[src/rtl/nv_clkgate_pkg.sv]
// Shared types and defaults for the NVDLA clock-gate enable controller.
package nv_clkgate_pkg;

  typedef enum logic [1:0] {
    RUN   = 2'd0,
    DRAIN = 2'd1,
    GATED = 2'd2,
    WAKE  = 2'd3
  } state_e;

  localparam int unsigned DEF_CNT_W       = 8;
  localparam int unsigned DEF_WAKE_CYCLES = 2;
  localparam int unsigned DEF_STAT_W      = 32;

  // Bits needed to count 0..n-1, never less than one.
  function automatic int unsigned cnt_width(input int unsigned n);
    return (n <= 1) ? 1 : $clog2(n);
  endfunction

endpackage

[src/rtl/nv_sat_counter.sv]
// Saturating up-counter with synchronous clear; clear beats increment.
module nv_sat_counter #(
  parameter int unsigned WIDTH = 8
) (
  input  logic             clk_i,
  input  logic             rst_i,
  input  logic             clr_i,
  input  logic             inc_i,
  output logic [WIDTH-1:0] count_o
);

  logic [WIDTH-1:0] count_q;
  logic [WIDTH-1:0] count_d;

  always_comb begin
    count_d = count_q;
    if (clr_i) begin
      count_d = '0;
    end else if (inc_i && (count_q != '1)) begin
      count_d = count_q + 1'b1;
    end
  end

  always_ff @(posedge clk_i) begin
    if (rst_i) begin
      count_q <= '0;
    end else begin
      count_q <= count_d;
    end
  end

  assign count_o = count_q;

endmodule

[src/rtl/nv_clkgate_en_ctrl.sv]
// Idle-detect controller producing E/TE for a latch-based clock-gate cell.
// clk_en is taken straight from a flop so the gate cell never sees a glitch.
module nv_clkgate_en_ctrl
  import nv_clkgate_pkg::*;
#(
  parameter int unsigned CNT_W       = DEF_CNT_W,
  parameter int unsigned WAKE_CYCLES = DEF_WAKE_CYCLES,
  parameter int unsigned STAT_W      = DEF_STAT_W
) (
  input  logic              nvdla_core_clk,
  input  logic              nvdla_core_rst,
  input  logic              busy,
  input  logic              wake_req,
  output logic              wake_ack,
  input  logic              cfg_gate_en,
  input  logic [CNT_W-1:0]  cfg_idle_hold,
  input  logic              test_mode,
  output logic              clk_en,
  output logic              clk_te,
  output logic              gated,
  input  logic              stat_clr,
  output logic [STAT_W-1:0] gated_cycles
);

  localparam int unsigned       WAKE_W    = cnt_width(WAKE_CYCLES);
  localparam logic [WAKE_W-1:0] WAKE_LAST = WAKE_W'(WAKE_CYCLES - 1);

  state_e            state_q;
  state_e            state_d;
  logic              clk_en_q;
  logic              wake_ack_q;
  logic              gated_q;
  logic [WAKE_W-1:0] wake_cnt_q;
  logic [CNT_W-1:0]  idle_cnt;
  logic              wake;
  logic              idle_expired;
  logic              idle_inc;
  logic              idle_clr;

  assign wake         = busy | wake_req | ~cfg_gate_en;
  assign idle_expired = (idle_cnt >= cfg_idle_hold);

  // The idle counter sits at zero outside DRAIN, so every DRAIN entry starts a fresh count.
  assign idle_clr = (state_q != DRAIN);
  assign idle_inc = (state_q == DRAIN) && !wake && !idle_expired;

  nv_sat_counter #(
    .WIDTH (CNT_W)
  ) u_idle_cnt (
    .clk_i   (nvdla_core_clk),
    .rst_i   (nvdla_core_rst),
    .clr_i   (idle_clr),
    .inc_i   (idle_inc),
    .count_o (idle_cnt)
  );

  nv_sat_counter #(
    .WIDTH (STAT_W)
  ) u_gated_cnt (
    .clk_i   (nvdla_core_clk),
    .rst_i   (nvdla_core_rst),
    .clr_i   (stat_clr),
    .inc_i   (~clk_en_q),
    .count_o (gated_cycles)
  );

  always_comb begin
    state_d = state_q;
    case (state_q)
      RUN: begin
        if (!wake) state_d = DRAIN;
      end
      DRAIN: begin
        if (wake) begin
          state_d = RUN;
        end else if (idle_expired) begin
          state_d = GATED;
        end
      end
      GATED: begin
        if (wake) state_d = WAKE;
      end
      WAKE: begin
        if (wake_cnt_q == WAKE_LAST) state_d = RUN;
      end
      default: state_d = RUN;
    endcase
  end

  // Outputs are registered from the next state so they line up with state_q.
  always_ff @(posedge nvdla_core_clk) begin
    if (nvdla_core_rst) begin
      state_q    <= RUN;
      clk_en_q   <= 1'b1;
      wake_ack_q <= 1'b0;
      gated_q    <= 1'b0;
      wake_cnt_q <= '0;
    end else begin
      state_q    <= state_d;
      clk_en_q   <= (state_d != GATED);
      gated_q    <= (state_d == GATED);
      wake_ack_q <= (state_d == RUN) && wake_req;
      if ((state_q == WAKE) && (state_d == WAKE)) begin
        wake_cnt_q <= wake_cnt_q + 1'b1;
      end else begin
        wake_cnt_q <= '0;
      end
    end
  end

  assign clk_en   = clk_en_q;
  assign gated    = gated_q;
  assign wake_ack = wake_ack_q;
  assign clk_te   = test_mode;

endmodule
[config.mk]
export PLATFORM = sky130hd
export DESIGN_NAME = nv_clkgate_en_ctrl
export DESIGN_NICKNAME = d
export VERILOG_FILES = /design/src/rtl/nv_clkgate_pkg.sv /design/src/rtl/nv_sat_counter.sv /design/src/rtl/nv_clkgate_en_ctrl.sv
export SDC_FILE = /design/constraint.sdc
export NUM_CORES = 1
export LEC_CHECK = 0
export CAP_MARGIN = 20
export CELL_PAD_IN_SITES_DETAIL_PLACEMENT = 1
export CELL_PAD_IN_SITES_GLOBAL_PLACEMENT = 1
export CORE_UTILIZATION = 41
export DETAILED_ROUTE_END_ITERATION = 7
export PLACE_DENSITY_LB_ADDON = 0.1
export RECOVER_POWER = 50
export SYNTH_ARGS = -nofsm -noshare
export SYNTH_HDL_FRONTEND = slang
export SYNTH_SLANG_ARGS = --single-unit
[constraint.sdc]
create_clock -name nvdla_core_clk -period 3.9 [get_ports nvdla_core_clk]
set_input_delay 0.39 -clock nvdla_core_clk [delete_from_list [all_inputs] [get_ports nvdla_core_clk]]
set_output_delay 0.39 -clock nvdla_core_clk [all_outputs]
set_load 0.05 [all_outputs]
==> run metrics, run 1 <==
PD cells 280 mW/mm^2; DP HPWL 4570 um; Die X-Extent 79.9 um; Power, Total 0.873 mW; Final Cell Area 0.00312 sq mm; reg-to-reg slack, setup 1090 ps; Critical Path RT 4120 ps; top-area cell type share of the netlist area 0.370; die area 0.00638 sq mm; switching pwr 0.180 mW; Startpoint Class flip-flop; register area share after synthesis 0.370; Worst Tran Pin Value 1580 ps; net count after synthesis 318; largest net degree at the start of global routing 30; Max IR drop VDD 0.146 mV; Layout Skew 3.44 ps; Sequential Area 921 sq um; Synth Register Bits 46; delay-heaviest family, CP simple AND/OR/NAND/NOR gates; Detail Route Antenna Nets 0; largest family of logic cells by synthesized area simple AND/OR/NAND/NOR gates; vias 2336; Min-Delay Path Class reg -> reg; worst reg2reg startpoint u_gated_cnt.count_o[0]; Max clock buf depth 2; fillers 713; Switching Fraction 0.207; Final Max Slew Viols 10; clk root buf clkbuf_8; synthesized area per cell 8.49 sq um; worst path bufs/invs 0; Internal 0.693 mW; Cell variety after synth 44; Synth Area in XOR/XNOR 0.0669; drt wl/cell 15.1 um; Hold Vio Cnt, Final 0; Starting Density 0.423; core box area 0.00589 sq mm; Reg clk slew, reported paths 80 ps; Slew headroom -0.0635; top_reg_cell synth dfxtp_1; Final setup viols 0; Top Ports 51; total clock buffers created by CTS 5; clock sink total 46; hold_buf cts 0; Die Ht 79.9 um; Worst Path Arrival 3040 ps; nets@finish 361; Slowest cell on crit path nor3_1; Clk pwr share 0.417; # resized after CTS 0; crit-path cells ha_1 > nand3_1 > nor3_1 > a21oi_2 > nand4_1 > mux2i_1; GRT Overall Usage 0.209; Placed Area 0.00301 sq mm; DRC Markers 0; FFs w/ async S/R, synth 0; Area Growth Syn to Fin 25.3%; Clock Latency Late Sink 290 ps; share of post-route cells with drive strength above 1 0.0685; GPL Wtd Cong 0.795; Setup crit end kind flip-flop; CTS tree yes; total wire length 6220 um; Overflow after GRT 0; Compound-Gate Fraction of Synth Area 0.172; Post-CTS Setup Bufs 0; Synth Instances 293; commonest cells in the netlist 46 x dfxtp_1, 34 x nor2_1, 24 x nand2_1; area leader, netlist dfxtp_1; metal3 WL 186 um; Max Cap Viol 1; fin crit share 0.721; routed metal-1 wire length 2850 um; Min Hold Slack 424 ps; global-route wire length before repair 10600 um; leak pwr 1.12 nW; Flop pwr share 0.539; WHS Endpoint wake_cnt_q; Post-Synth Simple-Gate Area 0.289; synthesized cell area 0.00249 sq mm; failing checks capacitance limit, slew limit; vias in the first global route 2250; Combinational Power Share 0.044; Synth area leaders dfxtp_1 37%, xnor2_1 6.7%, nor2_1 5.1%; area of the multi-input gates 0.00145 sq mm; Post-Route Setup TNS 0 ps; metal2 WL 3140 um; reg-to-reg endpoint u_gated_cnt.count_o[23]; drt pass-1 iters 4; fmax 0.356 GHz; yosys warns 0; Avg Vias per Cell 5.68; Post-synth EDFFs 0; Port Buf Inserts 48; Ant. Diodes 0; mux contribution to synthesized area 0.00805; Post-Synth Adder-Cell Area 0.0503; worst reg2reg path depth 6; initial antenna violation count 0; CP peak stage delay 1260 ps; RSZ-0062 raised after global routing false; DR top layer met4; H-tree depth 2; outcome finished, violations left; Rows 28; min Tclk post-route 2810 ps; Max Fanout on Critical Path 9; WS Path Type reg -> reg; First DRT Iteration DRCs 94; hold_sp wake_cnt_q; count leader, synth dfxtp_1; hold path cells 1
==> cells by family after synthesis <==
family                   after synthesis
flip-flops                            46
AND/OR/NAND/NOR                      128
multiplexers                           2
XOR/XNOR                              19
buffers and inverters                 26
adder cells (fa/ha/maj)               10
AO/OA/AOI/OAI                         62
==> worst max-delay path by stage <==
stage                                    to  slack (ps)              startpoint  cells past startpoint
global route        u_gated_cnt.count_o[23]         840  u_gated_cnt.count_o[0]                      6
global placement      u_idle_cnt.count_o[7]        1230        cfg_idle_hold[2]                      8
CTS                   u_idle_cnt.count_o[7]        1470        cfg_idle_hold[2]                      8
floorplan           u_gated_cnt.count_o[28]        1610  u_gated_cnt.count_o[9]                      7
finish              u_gated_cnt.count_o[23]        1090  u_gated_cnt.count_o[0]                      6
detailed placement    u_idle_cnt.count_o[7]        1160        cfg_idle_hold[2]                      8
==> cells in the final DEF, fill, tap and decap left out, types with 2 or more instances in the layout <==
| master | instances |
|---|---|
| a211oi_1 | 8 |
| a21oi_1 | 17 |
| a21oi_2 | 2 |
| a31o_1 | 2 |
| a31o_2 | 2 |
| a31oi_1 | 5 |
| a41o_1 | 4 |
| and3_1 | 2 |
| and4_1 | 4 |
| clkbuf_8 | 6 |
| clkdlybuf4s50_1 | 12 |
| dfxtp_1 | 46 |
| dlygate4sd3_1 | 36 |
| ha_1 | 10 |
| inv_1 | 13 |
| mux2i_1 | 2 |
| nand2_1 | 24 |
| nand3_1 | 10 |
| nand4_1 | 14 |
| nor2_1 | 34 |
| nor2b_1 | 5 |
| nor3_1 | 6 |
| nor4_2 | 6 |
| o21ai_0 | 8 |
| o31ai_1 | 6 |
| or2_2 | 3 |
| or3_1 | 7 |
| or4_1 | 7 |
| xnor2_1 | 19 |
==> power groups by stage <==
stage	registers (mW)	clock network [mW]	logic, mW
global placement	0.482	0	0.0385
CTS	0.471	0.372	0.0395
detailed placement	0.482	0	0.0393
finish	0.471	0.364	0.0382
global route	0.471	0.390	0.0436
floorplan	0.484	0	0.0208
==> per-layer routing <==
| metal | up-vias | track usage |
|---|---|---|
| li1 | 1169 | - |
| met1 | 1125 | 0.249 |
| met2 | 36 | 0.379 |
| met3 | 6 | 0.0434 |
| met4 | 0 | 0.0500 |
| met5 | - | 0 |
==> per-stage QoR <==
step / worst slack, ps / cells / utilization
after CTS: 1470 / 411 / 0.530
after global placement: 1230 / 404 / 0.511
after global routing: 842 / 411 / 0.530
after detailed placement: 1160 / 404 / 0.511
final: 1090 / 411 / 0.530
after floorplan: 1610 / 293 / -
==> registers in the layout (all words and copies together) (netlist names) <==
register / flops
gated: 1
clk_en: 1
u_idle_cnt.count_o: 8
u_gated_cnt.count_o: 32
wake_ack: 1
state_q: 2
wake_cnt_q: 1
==> cell type report <==
class	instances	area share
Sequential cell	46	0.295
Multi-Input combinational cell	221	0.466
Timing Repair Buffer	49	0.157
Inverter	13	0.0157
Clock buffer	6	0.0265
Clock inverter	1	0.00963
Tap cell	75	0.0301
(Power assumes the default switching activity.)
==> run 2, diff against run 1 <==
--- a/config.mk
+++ b/config.mk
@@ -8,7 +8,7 @@
 export CAP_MARGIN = 20
 export CELL_PAD_IN_SITES_DETAIL_PLACEMENT = 1
 export CELL_PAD_IN_SITES_GLOBAL_PLACEMENT = 1
-export CORE_UTILIZATION = 41
+export CORE_UTILIZATION = 38
 export DETAILED_ROUTE_END_ITERATION = 7
 export PLACE_DENSITY_LB_ADDON = 0.1
 export RECOVER_POWER = 50
==> constraint.sdc (replaced) <==
create_clock -name nvdla_core_clk -period 2.9 [get_ports nvdla_core_clk]
set_input_delay 0.29 -clock nvdla_core_clk [delete_from_list [all_inputs] [get_ports nvdla_core_clk]]
set_output_delay 0.29 -clock nvdla_core_clk [all_outputs]
set_load 0.05 [all_outputs]
==> run metrics, run 2 (same netlist as run 1, synthesis figures left out) <==
Die Ht 82.9 um (+3.8%); most frequent cells in the layout 46 x dfxtp_1, 34 x nor2_1, 34 x dlygate4sd3_1; PD cells 374 mW/mm^2 (+33%); hold path cells 1 (unchanged); reg-to-reg endpoint u_idle_cnt.count_o[3]; clk root buf clkbuf_8; Setup crit end kind flip-flop; Clock Latency Late Sink 300 ps (about the same); Max Cap Viol 0 (-1); Place WS 234 ps (-927 ps); fmax 0.431 GHz; Final Max Slew Viols 0 (-10); H-tree depth 2 (unchanged); total clock buffers created by CTS 5 (unchanged); drt pass-1 iters 4 (unchanged); WS Path Type in -> reg; Ant. Diodes 0 (unchanged); vias 2324 (-0.51%); Reg clk slew, reported paths 80 ps (about the same); drt wl/cell 14.7 um (-2.7%); Layout Skew 10.5 ps (+7.05 ps); die area 0.00687 sq mm (+7.7%); vias in the first global route 2323 (+3.2%); global-route wire length before repair 10800 um (+1.5%); largest net degree at the start of global routing 30 (unchanged); clock sink total 46 (unchanged); worst reg2reg startpoint u_idle_cnt.count_o[2]; RSZ-0062 raised after global routing false; Power, Total 1.18 mW (+35%); Worst Tran Pin Value 641 ps (-942 ps); switching pwr 0.244 mW (+35%); DP HPWL 4510 um (-1.4%); Flop pwr share 0.538 (about the same); Max IR drop VDD 0.277 mV (+90%); Max clock buf depth 2 (unchanged); leak pwr 1.13 nW (+1.0%); Area Growth Syn to Fin 26.4%; nets@finish 364 (+0.83%); Layout Cells excl Fill 416 (+1.2%); Min-Delay Path Class reg -> reg; Startpoint Class input pin; share of post-route cells with drive strength above 1 0.0767 (+0.00824); hold_sp wake_cnt_q; DRC Markers 0 (unchanged); max reg flops 32 (unchanged); Detail Route Antenna Nets 0 (unchanged); First DRT Iteration DRCs 116 (+23%); core box area 0.00635 sq mm (+7.9%); Port Buf Inserts 48 (unchanged); final worst slack 579 ps (-510 ps); Post-Route Setup TNS 0 ps (unchanged); initial antenna violation count 0 (unchanged); Combinational Power Share 0.044 (about the same); Slew headroom 0.571 (+0.634); GRT Overall Usage 0.187 (-0.0215); GPL Wtd Cong 0.754 (-5.2%); Final setup viols 0 (unchanged); Overflow after GRT 0 (unchanged); Worst Path Arrival 2550 ps (-490 ps); Switching Fraction 0.207 (+0.000613); Starting Density 0.392 (-0.0309); WHS Endpoint wake_cnt_q; Clk pwr share 0.418 (about the same); total wire length 6130 um (-1.5%); Critical Path RT 3130 ps (-990 ps); Top Ports 51 (unchanged); worst reg2reg path depth 6 (unchanged); Die X-Extent 82.9 um (+3.8%); reg-to-reg slack, setup 620 ps (-470 ps); Post-CTS Setup Bufs 0 (unchanged); Hold Vio Cnt, Final 0 (unchanged); # resized after CTS 0 (unchanged); outcome complete, no violations; Max Fanout on Critical Path 17 (+8); Internal 0.932 mW (+34%); dpl cells 409 (+1.2%); Avg Vias per Cell 5.59 (-1.7%); CTS tree yes; commonest non-fill, non-tap cell in the layout dfxtp_1; hold_buf cts 0 (unchanged); fin crit share 0.800; min Tclk post-route 2320 ps; Rows 29 (+3.6%)
run 2: changes by cell type in the layout (fill, tap and decap cells not counted):
cell | previous run | this run
buf_4 | 1 | 3
clkbuf_1 | 0 | 1
clkdlybuf4s50_1 | 12 | 14
dlygate4sd3_1 | 36 | 34
nor3_1 | 6 | 5
nor3_2 | 0 | 1
run 2: metal layers:
layer,GRT usage,vias to the layer above,part of all wire
met5,0,-,0
met4,0.0439,0,0.0052
met3,0.0328,2,0.022
met2,0.349,30,0.52
met1,0.221,1120,0.45
li1,-,1172,-
run 2: per-stage QoR:
stage	hold slack (ps)	area (sq um)	utilization
2_1_floorplan	398	2490	-
3_3_place_gp	413	3030	0.478
3_5_place_dp	415	3030	0.478
4_1_cts	425	3150	0.496
5_1_grt	452	3140	0.495
6_report	423	3140	0.495
run 2: power groups by stage:
stage | combinational (mW) | sequential, mW | clock [mW]
2_1_floorplan | 0.0279 | 0.650 | 0
6_report | 0.0516 | 0.633 | 0.491
4_1_cts | 0.0533 | 0.633 | 0.508
5_1_grt | 0.0582 | 0.633 | 0.535
3_3_place_gp | 0.0514 | 0.648 | 0
3_5_place_dp | 0.0529 | 0.648 | 0
run 2: worst max-delay path by stage:
stage | startpoint | end | cells past startpoint
3_5_place_dp | cfg_idle_hold[2] | u_idle_cnt.count_o[3] | 8
2_1_floorplan | u_gated_cnt.count_o[9] | u_gated_cnt.count_o[28] | 7
3_3_place_gp | cfg_idle_hold[2] | u_idle_cnt.count_o[5] | 8
4_1_cts | cfg_idle_hold[2] | u_idle_cnt.count_o[3] | 8
5_1_grt | cfg_idle_hold[2] | u_idle_cnt.count_o[3] | 8
6_report | cfg_idle_hold[2] | u_idle_cnt.count_o[3] | 8
run 2: critical path, stage by stage:
cell             delay [ps]
clkdlybuf4s50_1         460
inv_1                    40
ha_1                    290
a211oi_1                210
o21ai_0                 120
a41o_1                  420
or4_1                   560
a21oi_1                 150
run 2: area by class of cell:
type | instances | area (sq um)
inverter | 13 | 48.8
timing repair buffer | 52 | 507
sequential | 46 | 921
tap | 77 | 96.3
multi-input combinational | 221 | 1460
fill | 771 | 3210
clock inverter | 1 | 30.0
clock buffer | 6 | 82.6
==> run 3, diff against run 2 <==
--- a/config.mk
+++ b/config.mk
@@ -8,7 +8,7 @@
 export CAP_MARGIN = 20
 export CELL_PAD_IN_SITES_DETAIL_PLACEMENT = 1
 export CELL_PAD_IN_SITES_GLOBAL_PLACEMENT = 1
-export CORE_UTILIZATION = 38
+export CORE_UTILIZATION = 34
 export DETAILED_ROUTE_END_ITERATION = 7
 export PLACE_DENSITY_LB_ADDON = 0.1
 export RECOVER_POWER = 50
==> constraint.sdc (replaced) <==
create_clock -name nvdla_core_clk -period 2.1 [get_ports nvdla_core_clk]
set_input_delay 0.21 -clock nvdla_core_clk [delete_from_list [all_inputs] [get_ports nvdla_core_clk]]
set_output_delay 0.21 -clock nvdla_core_clk [all_outputs]
set_load 0.05 [all_outputs]
==> run metrics, run 3 (same netlist as run 1, synthesis figures left out) <==
First DRT Iteration DRCs 88 (-24%); Worst Tran Pin Value 521 ps (-121 ps); die area 0.00766 sq mm (+11%); fillers 827 (+7.3%); hold_buf cts 0 (unchanged); Min-Delay Path Class in -> out; Area Growth Syn to Fin 39.7%; Hold Vio Cnt, Final 0 (unchanged); vias 2449 (+5.4%); hold path cells 0 (-1); clock sink total 46 (unchanged); GPL Wtd Cong 0.774 (+2.7%); Avg Vias per Cell 5.29 (-5.3%); crit-path cells clkdlybuf4s50_1 > inv_1 > ha_1 > a21oi_1 > o21ai_0 > a41o_2 > or4_1 > a21oi_1; Post-Route Setup TNS 0 ps (unchanged); initial antenna violation count 0 (unchanged); WP depth 8 (unchanged); share of post-route cells with drive strength above 1 0.226 (+0.149); Top Ports 51 (unchanged); Setup crit end kind flip-flop; DP HPWL 5110 um (+13%); Max clock buf depth 2 (unchanged); nets@finish 392 (+7.7%); Reg clk slew, reported paths 80 ps (about the same); Worst Path Arrival 2240 ps (-310 ps); core box area 0.00694 sq mm (+9.4%); Critical Path RT 2330 ps (-800 ps); clk root buf clkbuf_8; Slowest cell on crit path or4_1; Post-CTS Setup Bufs 0 (unchanged); worst reg2reg path depth 6 (unchanged); max reg flops 32 (unchanged); CTS tree yes; Sequential Area 946 sq um (+2.7%); CP peak stage delay 540 ps (-20 ps); fmax 0.496 GHz; Slew headroom 0.652 (+0.0809); total clock buffers created by CTS 5 (unchanged); worst path bufs/invs 2 (unchanged); WS Path Type in -> reg; Overflow after GRT 0 (unchanged); H-tree depth 2 (unchanged); total wire length 6770 um (+10%); leak pwr 1.31 nW (+16%); Final setup viols 0 (unchanged); Rows 30 (+3.4%); delay-heaviest family, CP compound AO/OA/AOI/OAI gates; Ant. Diodes 0 (unchanged); most frequent cells in the layout 34 x nor2_1, 33 x dlygate4sd3_1, 29 x buf_4; Die X-Extent 87.5 um (+5.6%); Max IR drop VDD 0.247 mV (-11%); CP dominant cell by count a21oi_1; drt wl/cell 14.6 um (-0.80%); min Tclk post-route 2020 ps; Max Cap Viol 0 (unchanged); GRT Overall Usage 0.187 (about the same); global-route wire length before repair 11200 um (+4.6%); Final Max Slew Viols 0 (unchanged); drt pass-1 iters 4 (unchanged); Clock Latency Late Sink 300 ps (about the same); DRC Markers 0 (unchanged); fin crit share 0.960; commonest non-fill, non-tap cell in the layout nor2_1; vias in the first global route 2407 (+3.6%); outcome complete, no violations; PD cells 475 mW/mm^2 (+27%); Die Ht 87.5 um (+5.6%); final design utilization 0.500 (+0.00539); Layout Skew 6.93 ps (-3.55 ps); area of the multi-input gates 0.00152 sq mm (+4.3%); largest net degree at the start of global routing 17 (-43%); Startpoint Class input pin; Detail Route Antenna Nets 0 (unchanged); Starting Density 0.358 (-0.0335); Max Fanout on Critical Path 8 (-9); Port Buf Inserts 48 (unchanged)
## run 3: changes by cell type in the layout (fill, tap and decap cells not counted), sizes merged
| cell | delta |
|---|---|
| buf | +27 |
| clkbuf | +1 |
| clkdlybuf4s50 | +1 |
| dlygate4sd3 | -1 |
## run 3: worst paths after layout
path / startpoint / to / slack (ps)
setup / recovery: cfg_idle_hold[7] / u_idle_cnt.count_o[4] / 80
hold / removal: test_mode / clk_te / 420
setup reg to reg: u_gated_cnt.count_o[6] / u_gated_cnt.count_o[31] / 110
hold reg to reg: wake_cnt_q / wake_cnt_q / 440
## run 3: metrics by stage
step | hold slack, ps | setup slack (ps) | power [mW] | std cells | area, sq um
2_1_floorplan | 326 | 0.364 | 0.936 | 293 | 2520
3_3_place_gp | 414 | -289 | 0.978 | 456 | 3310
3_5_place_dp | 420 | -375 | 0.980 | 456 | 3310
4_1_cts | 420 | 26.1 | 1.67 | 463 | 3430
5_1_grt | 420 | -21.1 | 1.72 | 463 | 3470
6_report | 420 | 84.8 | 1.65 | 463 | 3470
## run 3: cell type report
class | instances | area share
clock buffer | 6 | 0.0238
inverter | 13 | 0.0140
timing repair buffer | 80 | 0.209
multi-input combinational | 221 | 0.438
sequential | 46 | 0.272
tap | 96 | 0.0346
clock inverter | 1 | 0.00864
## run 3: power by group
| part | internal, mW | switching, mW |
|---|---|---|
| clock network | 0.381 | 0.311 |
| logic | 0.0421 | 0.0439 |
| registers | 0.872 | 0.00108 |
| total | 1.30 | 0.355 |
## run 3: timing repair
action	in CTS	in global routing
setup endpoints to repair	8	14
resized for setup	2	9
pin swaps	1	3
## run 3: per-layer routing
layer  vias up  part of all wire  track usage  routed length (um)
met2        30              0.51        0.344                3440
met3         9             0.023       0.0273                 157
met5         -                 0            0                   0
met4         0             0.012       0.0492                  79
li1       1226                 -            -                   -
met1      1184              0.46        0.227                3090
## run 3: worst reg2reg max path, delay by kind of cell, from the launching register on
family                    cells  cell delay [ps]
and+or+nand+nor               4             1130
DFF                           1              370
buffers and inverters         1              250
xor gates and xnor gates      1              140
